**src/rtl/uart_pkg.sv**
```systemverilog
// Shared types and constants for the UART: receiver/transmitter state
// encodings and the clocks-per-bit computation.
package uart_pkg;

  typedef enum logic [1:0] {
    RX_IDLE,
    RX_START,
    RX_DATA,
    RX_STOP
  } rx_state_t;

  typedef enum logic [1:0] {
    TX_IDLE,
    TX_START,
    TX_DATA,
    TX_STOP
  } tx_state_t;

  // Integer division: any remainder is dropped, so the line rate is
  // slightly above BAUD when FREQUENCY is not an exact multiple of it.
  function automatic int unsigned clks_per_bit(input int unsigned frequency,
                                               input int unsigned baud);
    return frequency / baud;
  endfunction

endpackage

```
**src/rtl/uart_baud_div.sv**
```systemverilog
// Free-running baud-rate square wave: period CLKS_PER_BIT clocks, high for
// the first CLKS_PER_BIT/2 clocks of each period.
module uart_baud_div #(
  parameter int unsigned CLKS_PER_BIT = 1152
) (
  input  logic clk,
  input  logic res_n,
  output logic uart_clk
);

  localparam int CNT_W = $clog2(CLKS_PER_BIT + 1);
  localparam logic [CNT_W-1:0] LAST   = CNT_W'(CLKS_PER_BIT - 1);
  localparam logic [CNT_W-1:0] HALF_C = CNT_W'(CLKS_PER_BIT / 2);

  logic [CNT_W-1:0] cnt;

  // NOTE: state is updated with <= so every flop samples pre-edge values.
  always_ff @(posedge clk) begin
    if (!res_n) begin
      cnt      <= '0;
      uart_clk <= 1'b0;
    end else begin
      cnt      <= (cnt == LAST) ? '0 : cnt + CNT_W'(1);
      uart_clk <= (cnt < HALF_C);
    end
  end

endmodule

```
**src/rtl/uart.sv**
```systemverilog
// Full-duplex 8N1 UART: receive and transmit FSMs with independent bit-time
// counters, plus a baud-rate square wave from uart_baud_div.
module uart
  import uart_pkg::*;
#(
  parameter int unsigned FREQUENCY = 11059200,
  parameter int unsigned BAUD      = 9600
) (
  input  logic       clk,
  input  logic       res_n,
  input  logic       rx,
  output logic [0:7] rx_byte,
  output logic       rx_rdy,
  output logic       tx,
  output logic       tx_rdy,
  output logic       uart_clk,
  input  logic [0:7] tx_byte,
  input  logic       stb
);

  localparam int unsigned CLKS_PER_BIT = clks_per_bit(FREQUENCY, BAUD);
  localparam int CNT_W = $clog2(CLKS_PER_BIT + 1);
  localparam logic [CNT_W-1:0] BIT_LAST  = CNT_W'(CLKS_PER_BIT - 1);
  localparam logic [CNT_W-1:0] HALF_LAST = CNT_W'(CLKS_PER_BIT / 2 - 1);

  uart_baud_div #(.CLKS_PER_BIT(CLKS_PER_BIT)) u_baud_div (
    .clk      (clk),
    .res_n    (res_n),
    .uart_clk (uart_clk)
  );

  // ---------------- receiver ----------------
  rx_state_t        rx_state, rx_state_nxt;
  logic [1:0]       rx_sync;
  logic             rx_s;
  logic [CNT_W-1:0] rx_cnt;
  logic [2:0]       rx_bit;
  logic [7:0]       rx_shift;
  logic [7:0]       rx_byte_q;
  logic             rx_wait_high;
  logic             rx_tick;
  logic             rx_shift_en;
  logic             rx_done_ok;
  logic             rx_done_err;

  assign rx_s    = rx_sync[1];
  assign rx_byte = rx_byte_q;
  // The start bit is sampled at its middle; every later sample is one bit on.
  assign rx_tick = (rx_state == RX_START) ? (rx_cnt == HALF_LAST)
                                          : (rx_cnt == BIT_LAST);

  always_ff @(posedge clk) begin
    if (!res_n) begin
      rx_state <= RX_IDLE;
    end else begin
      rx_state <= rx_state_nxt;
    end
  end

  // NOTE: every combinational output gets a default first, so no path infers a latch.
  always_comb begin
    rx_state_nxt = rx_state;
    unique case (rx_state)
      RX_IDLE:  if (!rx_wait_high && !rx_s) rx_state_nxt = RX_START;
      RX_START: if (rx_tick) rx_state_nxt = rx_s ? RX_IDLE : RX_DATA;
      RX_DATA:  if (rx_tick && rx_bit == 3'd7) rx_state_nxt = RX_STOP;
      RX_STOP:  if (rx_tick) rx_state_nxt = RX_IDLE;
      default:  rx_state_nxt = RX_IDLE;
    endcase
  end

  always_comb begin
    rx_shift_en = 1'b0;
    rx_done_ok  = 1'b0;
    rx_done_err = 1'b0;
    unique case (rx_state)
      RX_DATA: rx_shift_en = rx_tick;
      RX_STOP: begin
        rx_done_ok  = rx_tick && rx_s;
        rx_done_err = rx_tick && !rx_s;
      end
      default: ;
    endcase
  end

  always_ff @(posedge clk) begin
    if (!res_n) begin
      rx_sync      <= 2'b11;
      rx_cnt       <= '0;
      rx_bit       <= '0;
      rx_shift     <= '0;
      rx_byte_q    <= '0;
      rx_rdy       <= 1'b0;
      rx_wait_high <= 1'b0;
    end else begin
      rx_sync <= {rx_sync[0], rx};
      rx_rdy  <= rx_done_ok;
      rx_cnt  <= (rx_state == RX_IDLE || rx_tick) ? '0 : rx_cnt + CNT_W'(1);
      if (rx_state == RX_IDLE) rx_bit <= '0;
      else if (rx_shift_en)    rx_bit <= rx_bit + 3'd1;
      if (rx_shift_en) rx_shift  <= {rx_s, rx_shift[7:1]};
      if (rx_done_ok)  rx_byte_q <= rx_shift;
      // After a framing error the line must return high before a new start.
      if (rx_done_err) rx_wait_high <= 1'b1;
      else if (rx_s)   rx_wait_high <= 1'b0;
    end
  end

  // ---------------- transmitter ----------------
  tx_state_t        tx_state, tx_state_nxt;
  logic             stb_q;
  logic             stb_rise;
  logic [CNT_W-1:0] tx_cnt;
  logic [2:0]       tx_bit;
  logic [7:0]       tx_shift;
  logic             tx_tick;
  logic             tx_load;
  logic             tx_shift_en;

  assign stb_rise = stb && !stb_q;
  assign tx_tick  = (tx_cnt == BIT_LAST);

  always_ff @(posedge clk) begin
    if (!res_n) begin
      tx_state <= TX_IDLE;
    end else begin
      tx_state <= tx_state_nxt;
    end
  end

  always_comb begin
    tx_state_nxt = tx_state;
    unique case (tx_state)
      TX_IDLE:  if (stb_rise) tx_state_nxt = TX_START;
      TX_START: if (tx_tick) tx_state_nxt = TX_DATA;
      TX_DATA:  if (tx_tick && tx_bit == 3'd7) tx_state_nxt = TX_STOP;
      TX_STOP:  if (tx_tick) tx_state_nxt = TX_IDLE;
      default:  tx_state_nxt = TX_IDLE;
    endcase
  end

  always_comb begin
    tx          = 1'b1;
    tx_rdy      = 1'b0;
    tx_load     = 1'b0;
    tx_shift_en = 1'b0;
    unique case (tx_state)
      TX_IDLE: begin
        tx_rdy  = 1'b1;
        tx_load = stb_rise;
      end
      TX_START: tx = 1'b0;
      TX_DATA: begin
        tx          = tx_shift[0];
        tx_shift_en = tx_tick;
      end
      default: ;
    endcase
  end

  always_ff @(posedge clk) begin
    if (!res_n) begin
      stb_q    <= 1'b0;
      tx_cnt   <= '0;
      tx_bit   <= '0;
      tx_shift <= '0;
    end else begin
      stb_q  <= stb;
      tx_cnt <= (tx_state == TX_IDLE || tx_tick) ? '0 : tx_cnt + CNT_W'(1);
      if (tx_state == TX_IDLE) tx_bit <= '0;
      else if (tx_shift_en)    tx_bit <= tx_bit + 3'd1;
      if (tx_load)          tx_shift <= tx_byte;
      else if (tx_shift_en) tx_shift <= {1'b0, tx_shift[7:1]};
    end
  end

endmodule

```
**config.mk**
```make
export PLATFORM = sky130hd
export DESIGN_NAME = uart
export DESIGN_NICKNAME = d
export VERILOG_FILES = /design/src/rtl/uart_pkg.sv /design/src/rtl/uart_baud_div.sv /design/src/rtl/uart.sv
export SDC_FILE = /design/constraint.sdc
export NUM_CORES = 1
export LEC_CHECK = 0
export BUFFER_PORTS_ARGS = -buffer_cell sky130_fd_sc_hd__buf_2
export CORE_MARGIN = 1
export CORE_UTILIZATION = 50
export CTS_CLUSTER_DIAMETER = 150
export DETAILED_ROUTE_END_ITERATION = 8
export PLACE_DENSITY = 0.71
export SYNTH_ARGS = -nofsm -noshare
export SYNTH_HDL_FRONTEND = slang
export SYNTH_SLANG_ARGS = --single-unit
```
**constraint.sdc**
```tcl
create_clock -name clk -period 2.19 [get_ports clk]
set_input_delay 0.219 -clock clk [delete_from_list [all_inputs] [get_ports clk]]
set_output_delay 0.219 -clock clk [all_outputs]
set_load 0.01 [all_outputs]
```
==> flow_summary.toml <==
[global_route]
grt_pass1_wl_um = 8756
grt_max_degree = 28
grt_usage_pct = 17.39
grt_pass1_vias = 2035
grt_antenna_before_repair = 0
grt.overflow.total = 0

[sta]
hold_viol = 0
setup_violations = 0
max_freq_ghz = 0.5030
finalCriticalPeriod_ns = 1.988
fin_skew_ns = 0.005912
totalNegativeSetupSlack_ns = 0
rsz0062_at_grt = "false"
tightest_slew_ns = 0.7252
slew_headroom_pct = 51.13
slew_violations = 0
timing.final.crit_share_pct = 90.77

[worst_setup_path]
regToRegSetupSlack_ns = 0.20
path_cells = "ha_1 > nand3_2 > or4_4 > nor4b_4 > buf_12 > mux2i_1"
cp-end-kind = "flop"
critPathMaxStageDelay_ns = 0.56
worstSetupPathType = "reg -> reg"
required_ns = 2.47
endpoint = "rx_shift[4]$_SDFFE_PN0P_"
cp-start-kind = "flop"
cp-startpoint = "rx_cnt[0]$_SDFF_PP0_"
r2r-end = "rx_shift[4]$_SDFFE_PN0P_"
arrival_ns = 2.27
slowest_stage = "or4_4"
worst-path-buf-inv = 1
cp.depth = 6
r2r_start = "rx_cnt[0]$_SDFF_PP0_"
crit_fanout = 11
cpLargestDelayFamily = "simple AND/OR/NAND/NOR gates"
worstRegToRegCells = 6

[drt]
drt_pass1_iterations = 4
routedWlPerCell_um = 11.86
drt_wl_total_um = 5256
drc = 0
via_per_inst = 5.203
detail-route-antenna-nets = 0
vias = 2305
drt_iter0_drc = 89

[cells_and_area]
nets = 386
area_delta_synth_final_pct = 12.82
final_cell_mix = "dfxtp_1 (73), nor2_1 (45), nand2_1 (43), mux2i_1 (33), buf_2 (23)"
drive_above_1_share_pct = 15.22
antenna_cells = 0
final_common_cell = "dfxtp_1"

[clocking]
clock_latency_ns = 0.35
clock-root-buffer = "clkbuf_8"
holdBufCountCts = 0
htree_levels = 3
cts.clk_slew.worst_paths_ns = 0.08
cts.sinks = 73
post_cts_resized = 0
postCtsSetupBuffers = 0
cts_buffers = 9
cts.path.max_buffers = 2
cts_tree = "yes"

[hold_path]
hold_class = "in -> reg"

[floorplanning]
design.die.area_um2 = 6666
initial_core_util_pct = 52.64
dieWidth_um = 81.65
coreArea_um2 = 6026
die_h_um = 81.65
num_io_pins = 24
rows = 28

[synth]
syn-instance-count = 338
async_flop_share_pct = 0
syn-num-nets = 361
synth_edf_count = 0
synth_seq_area_share_pct = 46.07
avgSynthCellArea_um2 = 9.384
syn-cell-area_um2 = 3172
yosysWarningCount = 0
synth_cell_type_count = 49
ys_seq_elements = 73
synthFlopType = "dfxtp_1"

[placement]
io_buffer_count = 23
dp_hpwl_um = 3534
gp_congestion = 0.7601

[job]
cap_violations = 0

[power_and_ir_drop]
total_power_uw = 2951
p_per_area_nw_per_um2 = 824.7
p_leak_uw = 0.001354
vdd_drop_max_v = 0.0005551

[status]
outcome = "complete, no violations"
[metrics by stage]
stage / cell area [µm²] / hold slack [ns] / setup WS [ns] / instances / util (%)
2_1_floorplan: 3172 / 0.3205 / 0.2516 / 338 / -
4_1_cts: 3578 / 0.02771 / 0.1891 / 443 / 59.39
5_1_grt: 3578 / 0.05422 / 0.08345 / 443 / 59.39
3_5_place_dp: 3353 / 0.3980 / 0.2278 / 427 / 55.65
6_report: 3578 / 0.04945 / 0.2020 / 443 / 59.39
3_3_place_gp: 3353 / 0.3877 / 0.2757 / 427 / 55.65
[cell families after synthesis]
family | count (synthesis) | synth area share, %
DFF | 73 | 46.07
buffers and inverters | 24 | 3.629
xor gates and xnor gates | 24 | 6.627
adders and majority gates | 11 | 4.339
AOI/OAI and AO/OA | 34 | 7.219
and+or+nand+nor | 139 | 21.70
muxes | 33 | 10.41
[per-layer routing]
metal | wire, µm | vias to the layer above | global-route usage [%]
li1 | - | 1207 | -
met4 | 99 | 0 | 7.368
met2 | 2440 | 28 | 29.08
met3 | 149 | 10 | 6.000
met1 | 2568 | 1060 | 20.15
met5 | 0 | - | 0
[cell usage after synthesis, drive strengths merged (2+ instances only)]
| master | count | area share, % |
|---|---|---|
| xor2 | 12 | 3.3 |
| nor3 | 11 | 2.1 |
| and3 | 2 | 0.43 |
| buf | 4 | 1.2 |
| ha | 11 | 4.3 |
| or4 | 3 | 0.83 |
| nor4b | 2 | 1.0 |
| and4 | 3 | 0.87 |
| or3 | 4 | 0.79 |
| or2 | 2 | 0.39 |
| o41ai | 2 | 0.79 |
| dfxtp | 73 | 46 |
| nand3 | 9 | 1.6 |
| inv | 10 | 1.2 |
| xnor2 | 12 | 3.3 |
| o21ai | 12 | 2.0 |
| nand2b | 4 | 0.79 |
| clkbuf | 10 | 1.2 |
| mux2i | 33 | 10 |
| nor2 | 45 | 5.3 |
| a211oi | 2 | 0.63 |
| nand4 | 4 | 0.79 |
| a21oi | 11 | 1.7 |
| nand2 | 43 | 5.1 |
[cell type report]
class                      count  area, µm²
fill                         525       2447
multi-input combinational    241       1595
sequential                    73       1461
timing repair buffer          28      165.2
clock buffer                   9      123.9
clock inverter                 7      101.3
tap                           75      93.84
inverter                      10      37.54
[registers in the layout, summed over array words and instances, names as in the netlist, 2 cells and up, named ones only]
signal and flops:
tx_shift 8, rx_byte 8, rx_cnt 11, tx_state 2, rx_sync 2, rx_bit 3, u_baud_div.cnt 11, tx_cnt 11
tx_bit 3, rx_shift 8
[worst min-delay path by stage]
stage,from,end,slack [ns],cells after the start
4_1_cts,rx,rx_sync[0]$_SDFF_PN1_,0.03,2
6_report,rx,rx_sync[0]$_SDFF_PN1_,0.05,2
5_1_grt,rx,rx_sync[0]$_SDFF_PN1_,0.05,2
3_3_place_gp,rx_sync[0]$_SDFF_PN1_,rx_sync[1]$_SDFF_PN1_,0.39,1
3_5_place_dp,rx_sync[0]$_SDFF_PN1_,rx_sync[1]$_SDFF_PN1_,0.40,1
2_1_floorplan,rx,rx_sync[0]$_SDFF_PN1_,0.32,1
[where the power goes]
part / internal (µW) / switching [µW]
Sequential: 1390 / 43.4
Clock: 650 / 525
Combinational: 139 / 201
(Power assumes the default switching activity.)
